## config.mk

```make
export PLATFORM = sky130hd
export DESIGN_NAME = tilelink_ul_xbar_1m_ns
export DESIGN_NICKNAME = d
export VERILOG_FILES = /design/src/rtl/tl_ul_pkg.sv /design/src/rtl/tl_rr_arbiter.sv /design/src/rtl/tilelink_ul_xbar_1m_ns.sv
export SDC_FILE = /design/constraint.sdc
export NUM_CORES = 1
export LEC_CHECK = 0
export ABC_AREA = 1
export CAP_MARGIN = 40
export CORE_AREA = 8 8 469 471
export DETAILED_ROUTE_END_ITERATION = 12
export DIE_AREA = 0 0 477 479
export DONT_BUFFER_PORTS = 1
export GPL_TIMING_DRIVEN = 1
export PLACE_DENSITY = 0.3
export SKIP_LAST_GASP = 1
export SYNTH_ARGS = -nofsm -noshare
export SYNTH_HDL_FRONTEND = slang
export SYNTH_HIERARCHICAL = 1
export SYNTH_SLANG_ARGS = --single-unit
```

## constraint.sdc

```tcl
create_clock -name clk -period 10 [get_ports clk]
set_clock_uncertainty 0.15 [all_clocks]
set_input_delay 1.5 -clock clk [delete_from_list [all_inputs] [get_ports clk]]
set_output_delay 1.5 -clock clk [all_outputs]
set_load 0.05 [all_outputs]
```

## src/rtl/tl_ul_pkg.sv

```systemverilog
// Shared TileLink-UL constants for the single-master crossbar.
// Opcodes, default field widths and a small index-width helper.
package tl_ul_pkg;

  localparam int DEF_ADDR_WIDTH   = 64;
  localparam int DEF_DATA_WIDTH   = 64;
  localparam int DEF_SOURCE_WIDTH = 3;
  localparam int DEF_SINK_WIDTH   = 3;
  localparam int DEF_OPCODE_WIDTH = 3;
  localparam int DEF_PARAM_WIDTH  = 3;
  localparam int DEF_SIZE_WIDTH   = 8;

  localparam logic [2:0] PUT_FULL_DATA_A    = 3'd0;
  localparam logic [2:0] PUT_PARTIAL_DATA_A = 3'd1;
  localparam logic [2:0] GET_A              = 3'd4;

  localparam logic [2:0] ACCESS_ACK_D      = 3'd0;
  localparam logic [2:0] ACCESS_ACK_DATA_D = 3'd1;

  function automatic int idx_width(input int n);
    return (n > 1) ? $clog2(n) : 1;
  endfunction

endpackage

```

## src/rtl/tl_rr_arbiter.sv

```systemverilog
// Round-robin arbiter with one-hot grant.
// The pointer moves past the winner only when en is high.
module tl_rr_arbiter
  import tl_ul_pkg::*;
#(
  parameter int N = 5,
  localparam int IW = idx_width(N)
) (
  input  logic          clk,
  input  logic          rst,
  input  logic [N-1:0]  req,
  input  logic          en,
  output logic [N-1:0]  gnt,
  output logic [IW-1:0] idx
);

  logic [IW-1:0] ptr;
  logic          hit;

  always_comb begin
    gnt = '0;
    idx = '0;
    hit = 1'b0;
    for (int k = 0; k < N; k++) begin
      if (!hit && req[(int'(ptr) + k) % N]) begin
        hit = 1'b1;
        gnt[(int'(ptr) + k) % N] = 1'b1;
        idx = IW'((int'(ptr) + k) % N);
      end
    end
  end

  always_ff @(posedge clk) begin
    if (rst) begin
      ptr <= '0;
    end else if (en && hit) begin
      ptr <= (idx == IW'(N - 1)) ? '0 : idx + IW'(1);
    end
  end

endmodule

```

## src/rtl/tilelink_ul_xbar_1m_ns.sv

```systemverilog
// TileLink-UL crossbar: one master, NUM_SLAVES slaves, internal error
// responder for unmapped addresses and a registered round-robin D port.
module tilelink_ul_xbar_1m_ns
  import tl_ul_pkg::*;
#(
  parameter int TL_ADDR_WIDTH   = DEF_ADDR_WIDTH,
  parameter int TL_DATA_WIDTH   = DEF_DATA_WIDTH,
  parameter int TL_STRB_WIDTH   = TL_DATA_WIDTH / 8,
  parameter int TL_SOURCE_WIDTH = DEF_SOURCE_WIDTH,
  parameter int TL_SINK_WIDTH   = DEF_SINK_WIDTH,
  parameter int TL_OPCODE_WIDTH = DEF_OPCODE_WIDTH,
  parameter int TL_PARAM_WIDTH  = DEF_PARAM_WIDTH,
  parameter int TL_SIZE_WIDTH   = DEF_SIZE_WIDTH,
  parameter int NUM_SLAVES      = 4,
  parameter logic [TL_ADDR_WIDTH-1:0] MEM_BASE_ADDR = '0,
  parameter int REGION_BYTES    = 512,
  parameter int MAX_OUTSTANDING = 4
) (
  input  logic clk,
  input  logic rst,

  input  logic                       m_a_valid,
  output logic                       m_a_ready,
  input  logic [TL_OPCODE_WIDTH-1:0] m_a_opcode,
  input  logic [TL_PARAM_WIDTH-1:0]  m_a_param,
  input  logic [TL_ADDR_WIDTH-1:0]   m_a_address,
  input  logic [TL_SIZE_WIDTH-1:0]   m_a_size,
  input  logic [TL_STRB_WIDTH-1:0]   m_a_mask,
  input  logic [TL_DATA_WIDTH-1:0]   m_a_data,
  input  logic [TL_SOURCE_WIDTH-1:0] m_a_source,

  output logic                       m_d_valid,
  input  logic                       m_d_ready,
  output logic [TL_OPCODE_WIDTH-1:0] m_d_opcode,
  output logic [TL_PARAM_WIDTH-1:0]  m_d_param,
  output logic [TL_SIZE_WIDTH-1:0]   m_d_size,
  output logic [TL_DATA_WIDTH-1:0]   m_d_data,
  output logic [TL_SOURCE_WIDTH-1:0] m_d_source,
  output logic [TL_SINK_WIDTH-1:0]   m_d_sink,
  output logic                       m_d_error,

  output logic [NUM_SLAVES-1:0]                 s_a_valid,
  input  logic [NUM_SLAVES-1:0]                 s_a_ready,
  output logic [NUM_SLAVES*TL_OPCODE_WIDTH-1:0] s_a_opcode,
  output logic [NUM_SLAVES*TL_PARAM_WIDTH-1:0]  s_a_param,
  output logic [NUM_SLAVES*TL_ADDR_WIDTH-1:0]   s_a_address,
  output logic [NUM_SLAVES*TL_SIZE_WIDTH-1:0]   s_a_size,
  output logic [NUM_SLAVES*TL_STRB_WIDTH-1:0]   s_a_mask,
  output logic [NUM_SLAVES*TL_DATA_WIDTH-1:0]   s_a_data,
  output logic [NUM_SLAVES*TL_SOURCE_WIDTH-1:0] s_a_source,

  input  logic [NUM_SLAVES-1:0]                 s_d_valid,
  output logic [NUM_SLAVES-1:0]                 s_d_ready,
  input  logic [NUM_SLAVES*TL_OPCODE_WIDTH-1:0] s_d_opcode,
  input  logic [NUM_SLAVES*TL_PARAM_WIDTH-1:0]  s_d_param,
  input  logic [NUM_SLAVES*TL_SIZE_WIDTH-1:0]   s_d_size,
  input  logic [NUM_SLAVES*TL_DATA_WIDTH-1:0]   s_d_data,
  input  logic [NUM_SLAVES*TL_SOURCE_WIDTH-1:0] s_d_source,
  input  logic [NUM_SLAVES*TL_SINK_WIDTH-1:0]   s_d_sink,
  input  logic [NUM_SLAVES-1:0]                 s_d_error
);

  localparam int SW  = idx_width(NUM_SLAVES);
  localparam int NR  = NUM_SLAVES + 1;
  localparam int RW  = idx_width(NR);
  localparam int CW  = $clog2(MAX_OUTSTANDING + 1);
  localparam int RSH = $clog2(REGION_BYTES);

  logic [TL_ADDR_WIDTH-1:0] off;
  logic [TL_ADDR_WIDTH-1:0] rix;
  logic [SW-1:0]            sel;
  logic                     mapped;
  logic [CW-1:0]            cnt;
  logic                     full;
  logic                     a_fire;
  logic                     d_fire;

  logic                       err_busy;
  logic                       err_get;
  logic [TL_SIZE_WIDTH-1:0]   err_size;
  logic [TL_SOURCE_WIDTH-1:0] err_src;

  logic [NR-1:0] req;
  logic [NR-1:0] gnt;
  logic [RW-1:0] widx;
  logic [SW-1:0] wsl;
  logic          slot_free;

  logic [TL_OPCODE_WIDTH-1:0] w_op;
  logic [TL_PARAM_WIDTH-1:0]  w_param;
  logic [TL_SIZE_WIDTH-1:0]   w_size;
  logic [TL_DATA_WIDTH-1:0]   w_data;
  logic [TL_SOURCE_WIDTH-1:0] w_src;
  logic [TL_SINK_WIDTH-1:0]   w_sink;
  logic                       w_err;

  assign off    = m_a_address - MEM_BASE_ADDR;
  assign rix    = off >> RSH;
  assign sel    = rix[SW-1:0];
  assign mapped = (m_a_address >= MEM_BASE_ADDR) &&
                  (rix < TL_ADDR_WIDTH'(NUM_SLAVES));
  assign full   = (cnt == CW'(MAX_OUTSTANDING));

  assign s_a_valid = (m_a_valid && mapped && !full && !rst) ?
                     (NUM_SLAVES'(1) << sel) : '0;
  assign m_a_ready = !rst && !full &&
                     (mapped ? s_a_ready[sel] : !err_busy);
  assign a_fire    = m_a_valid && m_a_ready;
  assign d_fire    = m_d_valid && m_d_ready;

  assign s_a_opcode  = {NUM_SLAVES{m_a_opcode}};
  assign s_a_param   = {NUM_SLAVES{m_a_param}};
  assign s_a_address = {NUM_SLAVES{m_a_address}};
  assign s_a_size    = {NUM_SLAVES{m_a_size}};
  assign s_a_mask    = {NUM_SLAVES{m_a_mask}};
  assign s_a_data    = {NUM_SLAVES{m_a_data}};
  assign s_a_source  = {NUM_SLAVES{m_a_source}};

  assign req       = {err_busy, s_d_valid};
  assign slot_free = !m_d_valid || m_d_ready;
  assign s_d_ready = rst ? '0 :
                     gnt[NUM_SLAVES-1:0] & {NUM_SLAVES{slot_free}};
  assign wsl       = widx[SW-1:0];

  tl_rr_arbiter #(.N(NR)) u_arb (
    .clk (clk),
    .rst (rst),
    .req (req),
    .en  (slot_free),
    .gnt (gnt),
    .idx (widx)
  );

  // Error responder occupies the last arbitration slot.
  always_comb begin
    w_op    = '0;
    w_param = '0;
    w_size  = '0;
    w_data  = '0;
    w_src   = '0;
    w_sink  = '0;
    w_err   = 1'b0;
    if (int'(widx) == NUM_SLAVES) begin
      w_op   = err_get ? TL_OPCODE_WIDTH'(ACCESS_ACK_DATA_D)
                       : TL_OPCODE_WIDTH'(ACCESS_ACK_D);
      w_size = err_size;
      w_src  = err_src;
      w_err  = 1'b1;
    end else begin
      w_op    = s_d_opcode[wsl*TL_OPCODE_WIDTH +: TL_OPCODE_WIDTH];
      w_param = s_d_param[wsl*TL_PARAM_WIDTH +: TL_PARAM_WIDTH];
      w_size  = s_d_size[wsl*TL_SIZE_WIDTH +: TL_SIZE_WIDTH];
      w_data  = s_d_data[wsl*TL_DATA_WIDTH +: TL_DATA_WIDTH];
      w_src   = s_d_source[wsl*TL_SOURCE_WIDTH +: TL_SOURCE_WIDTH];
      w_sink  = s_d_sink[wsl*TL_SINK_WIDTH +: TL_SINK_WIDTH];
      w_err   = s_d_error[wsl];
    end
  end

  always_ff @(posedge clk) begin
    if (rst) begin
      err_busy <= 1'b0;
      err_get  <= 1'b0;
      err_size <= '0;
      err_src  <= '0;
    end else if (a_fire && !mapped) begin
      err_busy <= 1'b1;
      err_get  <= (m_a_opcode == TL_OPCODE_WIDTH'(GET_A));
      err_size <= m_a_size;
      err_src  <= m_a_source;
    end else if (gnt[NUM_SLAVES] && slot_free) begin
      err_busy <= 1'b0;
    end
  end

  always_ff @(posedge clk) begin
    if (rst) begin
      m_d_valid  <= 1'b0;
      m_d_opcode <= '0;
      m_d_param  <= '0;
      m_d_size   <= '0;
      m_d_data   <= '0;
      m_d_source <= '0;
      m_d_sink   <= '0;
      m_d_error  <= 1'b0;
    end else if (slot_free) begin
      m_d_valid <= |req;
      if (|req) begin
        m_d_opcode <= w_op;
        m_d_param  <= w_param;
        m_d_size   <= w_size;
        m_d_data   <= w_data;
        m_d_source <= w_src;
        m_d_sink   <= w_sink;
        m_d_error  <= w_err;
      end
    end
  end

  always_ff @(posedge clk) begin
    if (rst) begin
      cnt <= '0;
    end else if (a_fire && !d_fire) begin
      cnt <= cnt + CW'(1);
    end else if (!a_fire && d_fire) begin
      cnt <= cnt - CW'(1);
    end
  end

endmodule

```

* Yosys cells after proc, flatten, opt, wreduce, memory -nomap -nowiden
Index checks and enable logic that the tools add are counted.
** Storage, ports and cells
- Register bits :: 105
- Input port bits :: 505
- Logic and storage cells :: 155
** Cells by class
- Add/subtract/negate cells :: 7
- $mul :: 1
- Div/mod/pow operators :: 5
- Order comparisons :: 14
- Eq/ne operators :: 4
- Shift-type cells :: 7
- Multiplexer cells :: 60
- Bitwise operators :: 5
- Reductions and logical operators :: 38
** Operators by type and width (number)
- $shiftx A256 B9 Y64 :: 1
- $ge A32 B1 Y1 const B :: 5
- $lt A32 B5 Y1 const B :: 5
- $mod A32 B4 Y32 const B :: 4
- $ge A64 B1 Y1 const B :: 1
- $mux W64 :: 1
- $lt A55 B3 Y1 const B :: 1
- $shiftx A12 B5 Y3 :: 4
- $mux W3 :: 12
- $mod A4 B4 Y32 const B :: 1
- $shiftx A32 B6 Y8 :: 1
- $mux W1 :: 27
- $mux W5 :: 5
- $logic_and A1 B1 Y1 :: 22
- $or A5 B5 Y5 :: 4
- $bmux W1 S3 :: 5
- $demux W1 S3 :: 5
- $eq A3 B3 Y1 const B :: 4
- $logic_not A1 Y1 :: 11
- $add A3 B2 Y4 const B :: 2
- $mux W4 :: 2
- $mux W8 :: 1
- $add A3 B1 Y3 const B :: 2
- $lt A2 B3 Y1 const B :: 2
- other kinds (11) :: 13

* Logic depth before layout (Yosys ltp)
- Word-level depth :: 20
- Mapped depth :: 35

* By module
The synthesis kept the hierarchy.
** Modules (own cells, without submodules)
- tilelink_ul_xbar_1m_ns :: times used 1, cells an instance 1695, area an instance 11330.9 um^2
- tl_rr_arbiter :: times used 1, cells an instance 380, area an instance 2090.8 um^2

* Worst setup path after synthesis
Ideal clock, no wire load.
- Path type :: flip-flop to output port
- Start :: register u_arb.ptr[1]
- End :: output s_d_ready[3]
- Data arrival time :: 3913 ps
- Setup slack :: 4437 ps
- Cell stages (with the launch flop) :: 30
- Buffers on the path :: 0
- Path through :: dfxtp_1 > inv_1 > ha_1 > inv_1 > ha_1 > inv_1 > ha_1 > inv_1 > ha_1 > inv_1 > nand2_1 > nand2_1 > nand3_1 > inv_1 > nand2_1 > nand2_2 > nand2_2 > nand2_1 > nand2_1 > nand2_1 > nand2_1 > nor2_1 > nand4_1 > inv_1 > nand2_1 > inv_1 > nand3_1 > o311ai_0 > inv_1 > nor2_1
** Between the ends
- Cells in the longest elaborated chain, start to end :: 19
** RTL lines
- start, declared :: RTL line tl_rr_arbiter.sv:17 : logic [IW-1:0] ptr;
- start signal, assigned :: RTL line tl_rr_arbiter.sv:37 : ptr <= (idx == IW'(N - 1)) ? '0 : idx + IW'(1);
- parallel branches: the longest is 16 deep, another holds $mod A32 B4 Y32
- $mux W5 (*) :: RTL line tl_rr_arbiter.sv:25 : if (!hit && req[(int'(ptr) + k) % N]) begin
- net gnt[3] :: RTL line tilelink_ul_xbar_1m_ns.sv:84 : logic [NR-1:0] gnt;
- $and A4 B4 Y4 (*) :: RTL line tilelink_ul_xbar_1m_ns.sv:122 : gnt[NUM_SLAVES-1:0] & {NUM_SLAVES{slot_free}};
- $mux W4 (*) :: RTL line tilelink_ul_xbar_1m_ns.sv:121 : assign s_d_ready = rst ? '0 :
- end, declared :: RTL line tilelink_ul_xbar_1m_ns.sv:53 : output logic [NUM_SLAVES-1:0] s_d_ready,
Mark *: on every way through the listed nets, which the timed path passes. The select of a mux whose other input is x is not followed.

* Final worst setup path
- Start :: register u_arb.ptr[0]
- End :: register m_d_data[63]
** Between the ends
- Cells in the longest elaborated chain, start to end :: 19
** RTL lines
- parallel branches: the longest is 16 deep, another holds $mod A32 B4 Y32
- $mux W3 (*) :: RTL line tl_rr_arbiter.sv:25
- net widx[1] :: RTL line tilelink_ul_xbar_1m_ns.sv:85 : logic [RW-1:0] widx;
- $shiftx A256 B9 Y64 / $eq A3 B3 Y1 (equally long branches) :: RTL line tilelink_ul_xbar_1m_ns.sv:153, tilelink_ul_xbar_1m_ns.sv:143
- $mux W64 (*) :: RTL line tilelink_ul_xbar_1m_ns.sv:143 : if (int'(widx) == NUM_SLAVES) begin
- end signal, assigned :: RTL line tilelink_ul_xbar_1m_ns.sv:192 : m_d_data <= w_data;
- end, declared :: RTL line tilelink_ul_xbar_1m_ns.sv:37 : output logic [TL_DATA_WIDTH-1:0] m_d_data,
Marked as above.
A chain may end at the register's enable or synchronous reset.

==> summary by stage <==
Run status
The run finished with clean final reports.

Setup path
At the worst endpoint, the arrival time is 7.32 ns. The critical path class is register to register. The kind of launch point of the worst setup path is a register.

The most numerous cell type found on the critical path is sky130_fd_sc_hd__nand2_1. Data on the critical path is required at its endpoint by 10.20 ns. STA classifies the critical path endpoint as a register. The maximum fanout along the worst path is 41. For this design, the slowest cell found on the critical path is sky130_fd_sc_hd__dfxtp_1. In this design, the stage delay of the slowest critical-path cell is 0.90 ns.

Clocking
Clock tree synthesis found a total of 105 sinks. The post-CTS setup-driven buffer insertion count is 0. The number of CTS-inserted buffers is 9. Clock tree synthesis selected as its root buffer the cell sky130_fd_sc_hd__clkbuf_16. The clock tree from TritonCTS is done. The insertion delay to the later sink of the worst-skew pair is 0.43 ns. Gates resized during post-CTS repair numbered 0. The maximum clock insertion buffer count is 2. The clock slew seen by the registers of the worst setup and hold paths is 0.10 ns. The clock tree synthesis step divided the H-tree into 3 levels. The quantity of hold-fixing buffers added after cts is 0.

Global routing
For this run, global-route usage on met2 was measured as 0.153. The busiest layer in global routing is met2. For this run, global-route usage on met3 was measured as 0.0911.

In the global route stage, overall resource usage came out at 0.0939. The number of global-route vias before repair is 11,042. Global routing finished with a remaining overflow of 0. The global-route met1 utilization is 0.0818. Entering global routing, the biggest net connects 93 pins. The first global-routing pass estimated 138,000 um of wire. The number of antenna violations at the first check in global routing was 145.

Routing
Summed over all layers, the routed wires come to 114,000 um. The number of search-and-repair iterations in the first detailed-routing pass is 5. The initial DRC count is 807. The average wire per cell in the routed design is 26.5 um.

Across all layers, the routed design uses 11,540 vias. The number of remaining DRC errors is 0. The detail-routed via count per cell is 2.68. The number of nets still failing antenna checks after routing is 0.

Power
The leakage power figure is 4.01 nW. The largest vdd supply drop is 0.412 mV. In this run the power density over the cells is 643 nW/um^2. The completed layout was analyzed and its total power is 8.17 mW.

Logic synthesis
The post-synthesis instance area is 13,400 um^2. The gate count after technology mapping is 2,075. The sequential area share after synthesis is 0.157. The most common flop cell mapped by yosys is sky130_fd_sc_hd__dfxtp_1. The average size of a mapped cell is 6.47 um^2. The share of synthesized registers carrying an async set or reset is 0. Of all cell types, the one taking the most synthesized area is sky130_fd_sc_hd__buf_4.

The most frequent cell after synthesis is sky130_fd_sc_hd__buf_4. The proportion of netlist area held by the largest area contributor is 0.353. In this run, synthesis produced a sequential element count of 105. The number of nets in the synthesized netlist is 2,608. The count of cell types in the netlist is 53. By count the netlist is led by sky130_fd_sc_hd__buf_4 (631), sky130_fd_sc_hd__nand2_1 (291), sky130_fd_sc_hd__nor2_1 (253), sky130_fd_sc_hd__o21ai_0 (177), sky130_fd_sc_hd__a21oi_1 (120). The total of warnings raised by yosys is 6. The synthesized design contains 0 enable-type register cells.

Yosys attributes the largest share of cell area to sky130_fd_sc_hd__buf_4 (35%), sky130_fd_sc_hd__dfxtp_1 (16%), sky130_fd_sc_hd__nand2_1 (8.1%), sky130_fd_sc_hd__nor2_1 (7.1%), sky130_fd_sc_hd__o21ai_0 (6.6%).

Worst hold path
The class of the tightest hold or removal check is register to register.

Placed design
The post-detailed-placement half-perimeter wirelength is 99,200 um. Buffers placed on the I/O ports in this run total 0. The number of placed cells counting well taps is 4,248. The setup slack at placement is 2.90 ns. The congestion estimate from routability-driven global placement came to 0.840. The area of placed instances is 12,300 um^2.

Cells and area
After the flow finishes, the layout carries non-filler instances totaling 4,301. The utilization after layout is 0.0597. The final-stage net count is 1,955. The area added between synthesis and finish is -5.25%. The layout has 25,237 filler cells.

The multi-input combinational cells in the finished layout cover a total of 5710 um^2. The layout cell share with drive strength beyond 1 is 0.0918. Summing all non-filler instances in the final layout gives an area of 12,700 um^2.

Across the whole layout, storage elements account for 2100 um^2.

Die
The vertical extent of the die is 479 um. The core region is 213,000 um^2. The initial standard-cell utilization of the core is 0.0630. The width of the die is 477 um. The number of placement rows is 170. The die covers 228,000 um^2. 1,212 I/O pins were placed.

Timing
Setup repair after global routing left no endpoint under its margin. The worst setup margin is 2.88 ns. Dividing the final minimum period by the clock period gives 0.712. The count of final max-slew check failures is 0.

Based on the critical path, the design can be clocked at up to 140 MHz. Counting I/O delays and the setup requirement, the final critical path takes 7.12 ns. Adding up every negative setup slack in the final design gives 0 ns. Measured against its own limit, the worst slew margin works out to 0.376.

For the pin with the worst max-slew slack, the measured transition is 0.937 ns. The final number of hold-violating endpoints came to 0. Setup violations remaining at the end of the flow were counted as 0. The worst hold margin is 0.346 ns.

Flow run
The number of maximum-capacitance constraint violations is 0.
-- layer usage --
| metal | routed length (um) | up-vias | share of wire |
|---|---|---|---|
| met5 | 723 | - | 0.0063 |
| met4 | 4130 | 112 | 0.036 |
| met3 | 23400 | 456 | 0.21 |
| met2 | 51500 | 1014 | 0.45 |
| met1 | 34400 | 5097 | 0.30 |
| li1 | - | 4861 | - |
-- cells in the final DEF (no fill, tap or decap), drive strengths merged, types with 2 or more instances in the layout --
master	count
a31oi	4
a21oi	121
o22ai	88
nand4	22
buf	39
o211ai	2
o21ai	213
ha	27
xor2	5
clkinv	11
nand2	316
nand3	39
diode	36
dfxtp	105
o311ai	2
nor3	9
inv	118
clkbuf	9
a211oi	3
o31ai	5
nor2	277
-- final timing paths --
path | from | end | slack, ns | cells past startpoint
worst min register to register | m_d_data[27] | m_d_data[27] | 0.35 | 2
worst max register to register | u_arb/ptr[0] | m_d_data[63] | 2.88 | 26
worst max-delay path | u_arb/ptr[0] | m_d_data[63] | 2.88 | 26
worst min-delay path | m_d_data[27] | m_d_data[27] | 0.35 | 2
-- cells by family (layout without fill, tap and decap cells) --
| family | Yosys count | in the layout | share of synthesized area |
|---|---|---|---|
| fa+ha+maj | 28 | 28 | 0.0267 |
| simple gates | 666 | 666 | 0.212 |
| buf+inv | 826 | 178 | 0.420 |
| xor+xnor | 6 | 6 | 0.00392 |
| compound gates | 444 | 444 | 0.181 |
| flops | 105 | 105 | 0.157 |
| other cells | 0 | 36 | 0 |
-- state kept, by name, summed over array words and instances, names as in the netlist --
name,cells
m_d_source,3
u_arb/ptr,3
m_d_param,3
err_size,8
m_d_size,8
err_get,1
m_d_sink,3
m_d_opcode,3
err_src,3
cnt,3
err_busy,1
m_d_valid,1
m_d_data,64
m_d_error,1
-- worst max-delay path: cells and delay by family, from the launching register on --
| kind | cells | cell delay [ns] |
|---|---|---|
| fa+ha+maj | 2 | 0.53 |
| compound gates | 6 | 1.27 |
| simple gates | 10 | 1.91 |
| buf+inv | 7 | 1.98 |
| flops | 1 | 0.90 |
| xor+xnor | 1 | 0.15 |
-- layout make-up --
cell class / instances / area share
Antenna cell: 36 / 0.00708
Clock buffer: 9 / 0.0177
Clock inverter: 7 / 0.00748
Inverter: 123 / 0.0375
Multi-Input combinational cell: 1144 / 0.449
Sequential cell: 105 / 0.165
Tap cell: 2838 / 0.279
Timing Repair Buffer: 39 / 0.0370
-- where the power goes --
| group | switching, mW | leakage [nW] | internal [mW] |
|---|---|---|---|
| combinational | 4.91 | 2.98 | 1.75 |
| sequential | 0.491 | 0.870 | 0.586 |
| clock | 0.233 | 0.157 | 0.203 |
Power figures use the tool's default switching activity.
